==> src/rtl/csd2bin_sched.sv <==
// Round-robin scheduler that shares one combinational CSD-to-binary converter
// between two requesters and registers the result behind a valid/ready port.

module csd2bin #(
  parameter int W = 5
) (
  input  logic [2*W-1:0] x,
  output logic [W-1:0]   y,
  output logic           err
);

  logic [W-1:0] pos;
  logic [W-1:0] neg;
  logic [W-1:0] ill;

  // Split the word into +1 and -1 bit masks; illegal digits land in neither.
  genvar gi;
  generate
    for (gi = 0; gi < W; gi++) begin : g_digit
      assign pos[gi] = (x[2*gi +: 2] == 2'b01);
      assign neg[gi] = (x[2*gi +: 2] == 2'b10);
      assign ill[gi] = (x[2*gi +: 2] == 2'b11);
    end
  endgenerate

  assign y   = pos - neg;
  assign err = |ill;

endmodule

module csd2bin_sched #(
  parameter int W        = 5,
  parameter int CNT_SIZE = 5
) (
  input  logic                clk,
  input  logic                rst_n,
  input  logic                req0_valid,
  input  logic [2*W-1:0]      req0_x,
  output logic                req0_ready,
  input  logic                req1_valid,
  input  logic [2*W-1:0]      req1_x,
  output logic                req1_ready,
  output logic                out_valid,
  input  logic                out_ready,
  output logic [W-1:0]        out_y,
  output logic                out_id,
  output logic                out_err,
  output logic [CNT_SIZE-1:0] conv_cnt
);

  typedef enum logic {
    S_EMPTY = 1'b0,
    S_FULL  = 1'b1
  } state_t;

  state_t              state_q, state_d;
  logic                last_q, last_d;
  logic [W-1:0]        y_q, y_d;
  logic                id_q, id_d;
  logic                err_q, err_d;
  logic [CNT_SIZE-1:0] cnt_q, cnt_d;

  logic           grant0;
  logic           grant1;
  logic           acc_en;
  logic           accept;
  logic           transfer;
  logic           sel_id;
  logic [2*W-1:0] sel_x;
  logic [W-1:0]   conv_y;
  logic           conv_err;

  // Contention goes to whichever requester was not served last.
  assign grant0 = req0_valid & (~req1_valid | last_q);
  assign grant1 = req1_valid & (~req0_valid | ~last_q);

  assign acc_en     = rst_n & ((state_q == S_EMPTY) | out_ready);
  assign req0_ready = acc_en & grant0;
  assign req1_ready = acc_en & grant1;
  assign accept     = req0_ready | req1_ready;
  assign transfer   = (state_q == S_FULL) & out_ready;

  assign sel_id = req1_ready;
  assign sel_x  = req1_ready ? req1_x : req0_x;

  csd2bin #(
    .W(W)
  ) u_csd2bin (
    .x  (sel_x),
    .y  (conv_y),
    .err(conv_err)
  );

  always_comb begin
    state_d = state_q;
    last_d  = last_q;
    y_d     = y_q;
    id_d    = id_q;
    err_d   = err_q;
    cnt_d   = cnt_q;

    case (state_q)
      S_EMPTY: if (accept) state_d = S_FULL;
      S_FULL:  if (out_ready && !accept) state_d = S_EMPTY;
      default: state_d = S_EMPTY;
    endcase

    if (accept) begin
      y_d    = conv_y;
      id_d   = sel_id;
      err_d  = conv_err;
      last_d = sel_id;
    end

    if (transfer) begin
      cnt_d = cnt_q + {{(CNT_SIZE-1){1'b0}}, 1'b1};
    end
  end

  always_ff @(posedge clk) begin
    if (!rst_n) begin
      state_q <= S_EMPTY;
      last_q  <= 1'b1;
      y_q     <= '0;
      id_q    <= 1'b0;
      err_q   <= 1'b0;
      cnt_q   <= '0;
    end else begin
      state_q <= state_d;
      last_q  <= last_d;
      y_q     <= y_d;
      id_q    <= id_d;
      err_q   <= err_d;
      cnt_q   <= cnt_d;
    end
  end

  assign out_valid = (state_q == S_FULL);
  assign out_y     = y_q;
  assign out_id    = id_q;
  assign out_err   = err_q;
  assign conv_cnt  = cnt_q;

endmodule

==> config.mk <==
export PLATFORM = sky130hd
export DESIGN_NAME = csd2bin_sched
export DESIGN_NICKNAME = d
export VERILOG_FILES = /design/src/rtl/csd2bin_sched.sv
export SDC_FILE = /design/constraint.sdc
export NUM_CORES = 1
export LEC_CHECK = 0
export CAP_MARGIN = 20
export CORE_UTILIZATION = 25
export CTS_CLUSTER_SIZE = 30
export DETAILED_ROUTE_END_ITERATION = 6
export PLACE_DENSITY_LB_ADDON = 0.2
export SETUP_SLACK_MARGIN = 0.1
export SLEW_MARGIN = 0
export SYNTH_ARGS = -nofsm -noshare
export SYNTH_HDL_FRONTEND = slang
export SYNTH_SLANG_ARGS = --single-unit
==> constraint.sdc <==
create_clock -name clk -period 2.3 [get_ports clk]
set_input_delay 0.46 -clock clk [delete_from_list [all_inputs] [get_ports clk]]
set_output_delay 0.46 -clock clk [all_outputs]
set_load 0.005 [all_outputs]
* Word-level counts from Yosys, hierarchy flattened
Cells that the tools add are included.
Word-level totals: logic and storage cells 44, bits of input ports 25, register bits 14, output and inout port bits 15
Operators by class: multiplexer cells 4, add/sub/neg operators 2, equality and inequality tests 15, reductions and logical operators 3, bitwise operators 14
Operators by type and width (number):
- $eq 2x2->1 const B | 10
- $eq 2x1->1 const B | 5
- $mux 10 | 1
- $and 1x1->1 | 6
- $add 5x1->5 const B | 1
- $reduce_or 5->1 | 1
- $sub 5x5->5 | 1
- $not 1->1 | 4
- $or 1x1->1 | 4
- $mux 1 | 2
- $pmux 1 s2 | 1
- $logic_and 1x1->1 | 1
- $logic_not 1->1 | 1

* Logic depth before layout (Yosys ltp)
depth after elaboration 9, mapped depth 12, mapped depth without buffers 11

* By module
From an unflattened synthesis, not the netlist that was laid out.
Second synthesis, totals: cells, all modules 106, area, all modules 980.9 sq um
By module, submodules not included:
- csd2bin_sched | times used 1, area an instance 757.0 sq um, sequential area each 280.3 sq um, cells each 80
- csd2bin | times used 1, area an instance 224.0 sq um, sequential area each 0.0 sq um, cells each 26

* Least setup slack after synthesis
No wires, ideal clock.
kind in2reg, start input port out_ready, end register y_q[4] (netlist: out_y[4]), path slack -103 ps, buffers on the path 1, library setup time 70 ps, arrival time 2333 ps, cell stages on the path 12, required time 2230 ps, cells stage by stage nand2b_1 > nand4_2 > buf_2 > mux2_4 > inv_2 > ha_1 > inv_1 > fa_1 > nand2b_1 > a21oi_1 > xor2_1 > a21oi_1
Between the ends: word-level cells in the longest chain between the ends 6, elaborated cells on any way between the ends 17, those cells by class 1 x add/sub; 10 x eq/ne; 1 x mux; 5 x bitwise
RTL lines:
- from (decl) | line 44 | input logic out_ready,
- $or 1x1->1 * | line 77 | assign acc_en = rst_n & ((state_q == S_EMPTY) | out_ready);
- $and 1x1->1 * | line 77
- $and 1x1->1 | line 79 | assign req1_ready = acc_en & grant1;
- $mux 10 | line 84 | assign sel_x = req1_ready ? req1_x : req0_x;
- $eq 2x1->1 or $eq 2x2->1 (tied branches) | line 20, 21
- $sub 5x5->5 | line 26 | assign y = pos - neg;
- to (signal assigned) | line 131 | y_q <= y_d;
- to (decl) | line 58 | logic [W-1:0] y_q, y_d;
Mark *: on every way between the ends. The rest lies on a longest branch, timed or not. A chain may end at the register's enable or synchronous reset.

* Worst setup path in the final report
start input port rst_n, end output port req0_ready
Between the ends: word-level cells in the longest chain between the ends 2
RTL lines:
- from (decl) | line 36 | input logic rst_n,
- $and 1x1->1 | line 77
- $and 1x1->1 | line 78 | assign req0_ready = acc_en & grant0;
- to (decl) | line 39 | output logic req0_ready,
Every way passes these cells.

==> summary.txt <==
Yosys top cell area share - 0.312
Slew headroom - 0.716
Setup CP Type - in2out
Average wire per standard cell - 10.5 um
Vias - 849
IO Count - 40
All-layer global routing usage - 0.123
First-pass DRT Iterations - 4
Peak VDD IR - 153 uV
Core Box Area - 3390 um^2
CTS root buffer - clkbuf_4
Critical path's largest stage delay - 0.49 ns
Cell breakdown of the critical path - clkdlybuf4s15_1, buf_4, o2111ai_1, inv_1, clkdlybuf4s50_1
Clk_lat worst skew - 0.27 ns
Placed cell area - 1450 um^2
Pwr/cell area - 413 nW/um^2
Crit. End Element - output pin
RD Place Congestion - 0.715
Die W - 61.9 um
Overflow after GRT - 0
Critical path data arrival time - 1.66 ns
Vias per cell - 4.27
Cell taking the most area after synthesis - dfxtp_1
Antenna viol nets, final - 0
Crit-path leading delay family - buffers and inverters
Largest net degree at the start of global routing - 12
Die Ht - 61.9 um
Sequential area share after synthesis - 0.312
Maximum buffer depth of the clock tree - 2
Ranking of synthesized cells by area - dfxtp_1 (31%), ha_1 (14%), mux2_1 (7.5%), nor2_1 (5.0%), mux2i_1 (4.5%)
Critical Path RT - 1.84 ns
Max-cap violations - 0
#FFs+latches synth - 14
Minimum clock period - 2.12 ns
Final HPWL DP - 1630 um
Cells after synthesis - 96
Synth Flop Type - dfxtp_1
Syn_area_per_cell - 9.34 um^2
Number of DRC markers in iteration 0 - 21
DRC Markers - 0
Startpoint class of the critical path - input pin
Final Core Density - 0.462
Initial Util - 0.265
Number of global-route vias before repair - 835
Max Clk Rate - 471 MHz
Clock Skews - 0.00478 ns
Final-report setup violation count - 0
Register Area - 280 um^2
Hold Vio Cnt, Final - 0
Layout fillers - 341
H-Tree Depth - 1
Syn Nets - 132
Final Max Slew Viols - 0
Synthesis Warnings - 0
Cts hold-fix bufs - 0
Area of the multi-input gates - 626 um^2
Antenna fix cells - 0
TritonCTS clock tree - done
Worst Hold Class - reg2reg
CP Buf/Inv Count - 4
Final Instance Area - 1570 um^2
RSZ-0062 raised after global routing - true
Slew @ Worst Pin - 0.426 ns
Cell Rows - 21
Final Cycle Share - 0.923
Clk slew on worst S/H paths - 0.08 ns
Leakage - 0.676 nW
Ys async rst share - 0
Most common cell after layout, fill and taps aside - clkdlybuf4s50_1
Slowest CP cell - clkdlybuf4s50_1
Initial antenna violation count - 0
Layout cells sized above 1 - 0.242
First-pass GRT wire length - 3470 um
Post-Syn Area - 897 um^2
Port bufs - 39
Post-detailed-routing wire length - 2090 um
Largest fanout on the critical path - 6
Commonest cells after routing, fill and taps aside - clkdlybuf4s50_1 (35), dfxtp_1 (14), buf_4 (14), nor2_1 (12), ha_1 (9)
Status - finished clean
Layout net count - 191
EDFF count, synth - 0
CTS sink count - 14
Post-synth cell types - 28
Num CTS Buffers - 3
DIE AREA - 3830 um^2
Area Growth Syn to Fin - 74.5%
==> registers in the layout, indices dropped and copies added, names as in the netlist <==
| name | count |
|---|---|
| conv_cnt | 5 |
| out_id | 1 |
| out_y | 5 |
| out_err | 1 |
| out_valid | 1 |
| last_q | 1 |
==> final cells by class <==
class | instances | share of cell area
multi-input combinational | 70 | 0.400
sequential | 14 | 0.179
timing repair buffer | 56 | 0.346
tap | 46 | 0.0368
clock buffer | 3 | 0.0144
inverter | 10 | 0.0240
==> cells by family (layout without fill, tap and decap cells) <==
kind of cell	Yosys count	in the layout	synth area share
simple gates	27	28	0.160
mux	14	14	0.174
flops	14	14	0.312
buf+inv	13	69	0.0558
fa+ha+maj	11	11	0.162
compound gates	10	10	0.0669
xor+xnor	7	7	0.0683
==> tightest hold or removal path, stage by stage, from the launching register on <==
cell	delay, ns
dfxtp_1	0.32
nand3_1	0.06
nand2_1	0.05
==> synthesized netlist by cell type (2+ instances only) <==
library cell and instances:
nand3_1 2, inv_2 2, mux2_1 6, xor2_1 4, mux2i_1 4, clkbuf_1 2, a21oi_1 5, nand2_1 4
nand2b_1 2, o21ai_0 2, nor2_1 12, nand4_1 2, xnor2_1 3, dfxtp_1 14, inv_1 8, ha_1 10
mux2_2 3
==> worst paths after layout <==
check                       from               endpoint  slack, ns  depth (start not counted)
max reg2reg  last_q$_SDFFE_PN1P_  out_y[3]$_SDFFE_PN0P_       0.22                         10
min reg2reg  out_id$_SDFFE_PN0P_    out_id$_SDFFE_PN0P_       0.46                          2
max                        rst_n             req0_ready       0.18                          5
min          out_id$_SDFFE_PN0P_    out_id$_SDFFE_PN0P_       0.46                          2
==> power by group <==
group	internal (W)	switching (W)	total [W]
combinational	0.000153	0.0000936	0.000247
sequential	0.000259	0.0000116	0.000271
clock	0.0000604	0.0000689	0.000129
total	0.000473	0.000174	0.000647
==> stage by stage <==
| step | setup TNS (ns) | hold WS [ns] | power (W) | std cells | setup WS (ns) |
|---|---|---|---|---|---|
| 2_1_floorplan | 0 | 0.450 | 0.000384 | 96 | 0.129 |
| 3_3_place_gp | -1.70 | 0.451 | 0.000499 | 191 | -0.383 |
| 3_5_place_dp | -1.90 | 0.453 | 0.000503 | 191 | -0.433 |
| 4_1_cts | 0 | 0.465 | 0.000646 | 198 | 0.100 |
| 5_1_grt | 0 | 0.484 | 0.000695 | 199 | 0.0848 |
| 6_report | 0 | 0.461 | 0.000647 | 199 | 0.176 |
==> metal layers <==
layer  vias to the layer above  global-route usage  wire length, um
met4                         0              0.0413               21
met5                         -                   0                0
li1                        440                   -                -
met3                         2              0.0311               97
met1                       382               0.131              911
met2                        25               0.235             1060
==> timing repair <==
item                                    4_1_cts  5_1_grt
cloned                                        1        0
setup buffers                                 3        1
gates resized for setup                      10        7
endpoints found under the setup margin        6        5
pin swaps                                     4        3
No activity file was read; power rests on OpenSTA's default activity.
==> variant, RTL diff (config.mk and constraints unchanged) <==
Register the output `conv_cnt` once more, with the module's reset; this adds one clock of latency there. The other outputs are not delayed to match.
--- a/src/rtl/csd2bin_sched.sv
+++ b/src/rtl/csd2bin_sched.sv
@@ -140,5 +140,11 @@
   assign out_id    = id_q;
   assign out_err   = err_q;
-  assign conv_cnt  = cnt_q;
+  always_ff @(posedge clk) begin
+    if (!rst_n) begin
+      conv_cnt <= '0;
+    end else begin
+      conv_cnt <= cnt_q;
+    end
+  end
 
 endmodule
Formal check against the unedited RTL: not equivalent (a bounded check fails within 4 cycles, from zero or initial values and one cycle with rst_n low).
==> variant against the unedited design <==
- clock skew down 0.0023 ns
- routed wire length is 9.4% higher
- count of clock-buffer cells in the layout is the same
- largest cell class unchanged
- synthesized area is 16% higher
- sequential cell count is 5 higher
- via count up 4.5%
- final area grew 9.4%
- power is 29% higher
- first-iteration DRC count up 33%
- utilization fell by 3.4 points
- worst setup slack lost 0.032 ns
==> variant: results (changes against the unedited design) <==
{| class="wikitable"
! Metric !! Value
|-
| Post-place instance area || 1570 um^2 (+8.5%)
|-
| Met3 capacity usage during global routing || 3.08% (-0.023 points)
|-
| Length of routed wiring on met1 || 994 um (+9.1%)
|-
| Mux contribution to synthesized area || 15.0% (-2.4 points)
|-
| Clock insertion delay at the later pin of the skew report || 0.25 ns (-0.02 ns)
|-
| Number of instances in the placed design || 203 (+6.3%)
|-
| Worst ir drop on vdd || 0.178 mV (+16%)
|-
| Adder-cell share of the synthesized area || 13.9% (-2.3 points)
|-
| Portion of the post-synthesis area used by sequential elements || 36.5% (+5.2 points)
|-
| R2R setup slack || 0.20 ns (-0.02 ns)
|-
| Run status || finished clean
|-
| GRT met2 Usage || 20.2% (-3.3 points)
|-
| Non-filler instance count after layout || 212 (+6.5%)
|-
| Mean post-synth cell area || 9.75 um^2 (+4.4%)
|-
| Minimum setup slack after placement || -0.472 ns (-0.0393 ns)
|-
| Synthesized-area fraction occupied by xor and xnor cells || 5.88% (-0.96 points)
|-
| Amount of wire on met3 after detailed routing || 117 um (+21%)
|-
| Longest individual stage delay on the worst path || 0.33 ns (-0.16 ns)
|-
| Cell types with the largest area share after synthesis || sky130_fd_sc_hd__dfxtp_1, sky130_fd_sc_hd__ha_1, sky130_fd_sc_hd__mux2_1
|-
| Vias in the first global route || 848 (+1.6%)
|-
| Initial DRC count || 28 (+33%)
|-
| Total routed wirelength || 2290 um (+9.4%)
|-
| Compound-Gate Fraction of Synth Area || 5.76% (-0.94 points)
|-
| Post-detail-place hpwl || 1720 um (+5.2%)
|-
| Cts repair resizes || 14 (+4)
|-
| Share of cells above drive strength 1 || 27.2% (+3.0 points)
|-
| Net count after synthesis || 143 (+8.3%)
|-
| Max frequency || 464 MHz (-1.5%)
|-
| Clock root buffer || sky130_fd_sc_hd__clkbuf_8
|-
| Critical-path top delay cell || sky130_fd_sc_hd__mux2_4
|-
| Least-Margin Pin Slew || 0.480 ns (+0.0537 ns)
|}
[variant: changes by cell type in the layout (fill, tap and decap cells not counted), sizes merged, moves of 2 or more]
cell / before / now
and2: 1 / 6
dfxtp: 14 / 19
clkbuf: 4 / 6
clkdlybuf4s15: 3 / 0
[variant: worst paths after layout]
path	startpoint	endpoint
max	rst_n	out_y[3]
min	out_id	out_id
max reg2reg	out_valid	out_y[3]
min reg2reg	out_id	out_id
[variant: cells by family after synthesis]
| family | Yosys count |
|---|---|
| and+or+nand+nor | 32 |
| buffers and inverters | 14 |
| xor gates and xnor gates | 7 |
| AOI/OAI and AO/OA | 10 |
| adders and majority gates | 11 |
| DFF | 19 |
| muxes | 14 |
[variant: power by group]
part | switching [uW] | internal [uW]
Sequential | 12.6 | 347
Combinational | 96.1 | 151
Clock | 109 | 120
[variant: final cells by class]
class	count	area share [%]
well taps	50	3.65
repair buffers	55	29.3
flip-flops and latches	19	22.3
inverters	10	2.34
clock buffers	3	2.41
clock inverters	1	0.292
multi-input cells	74	39.7
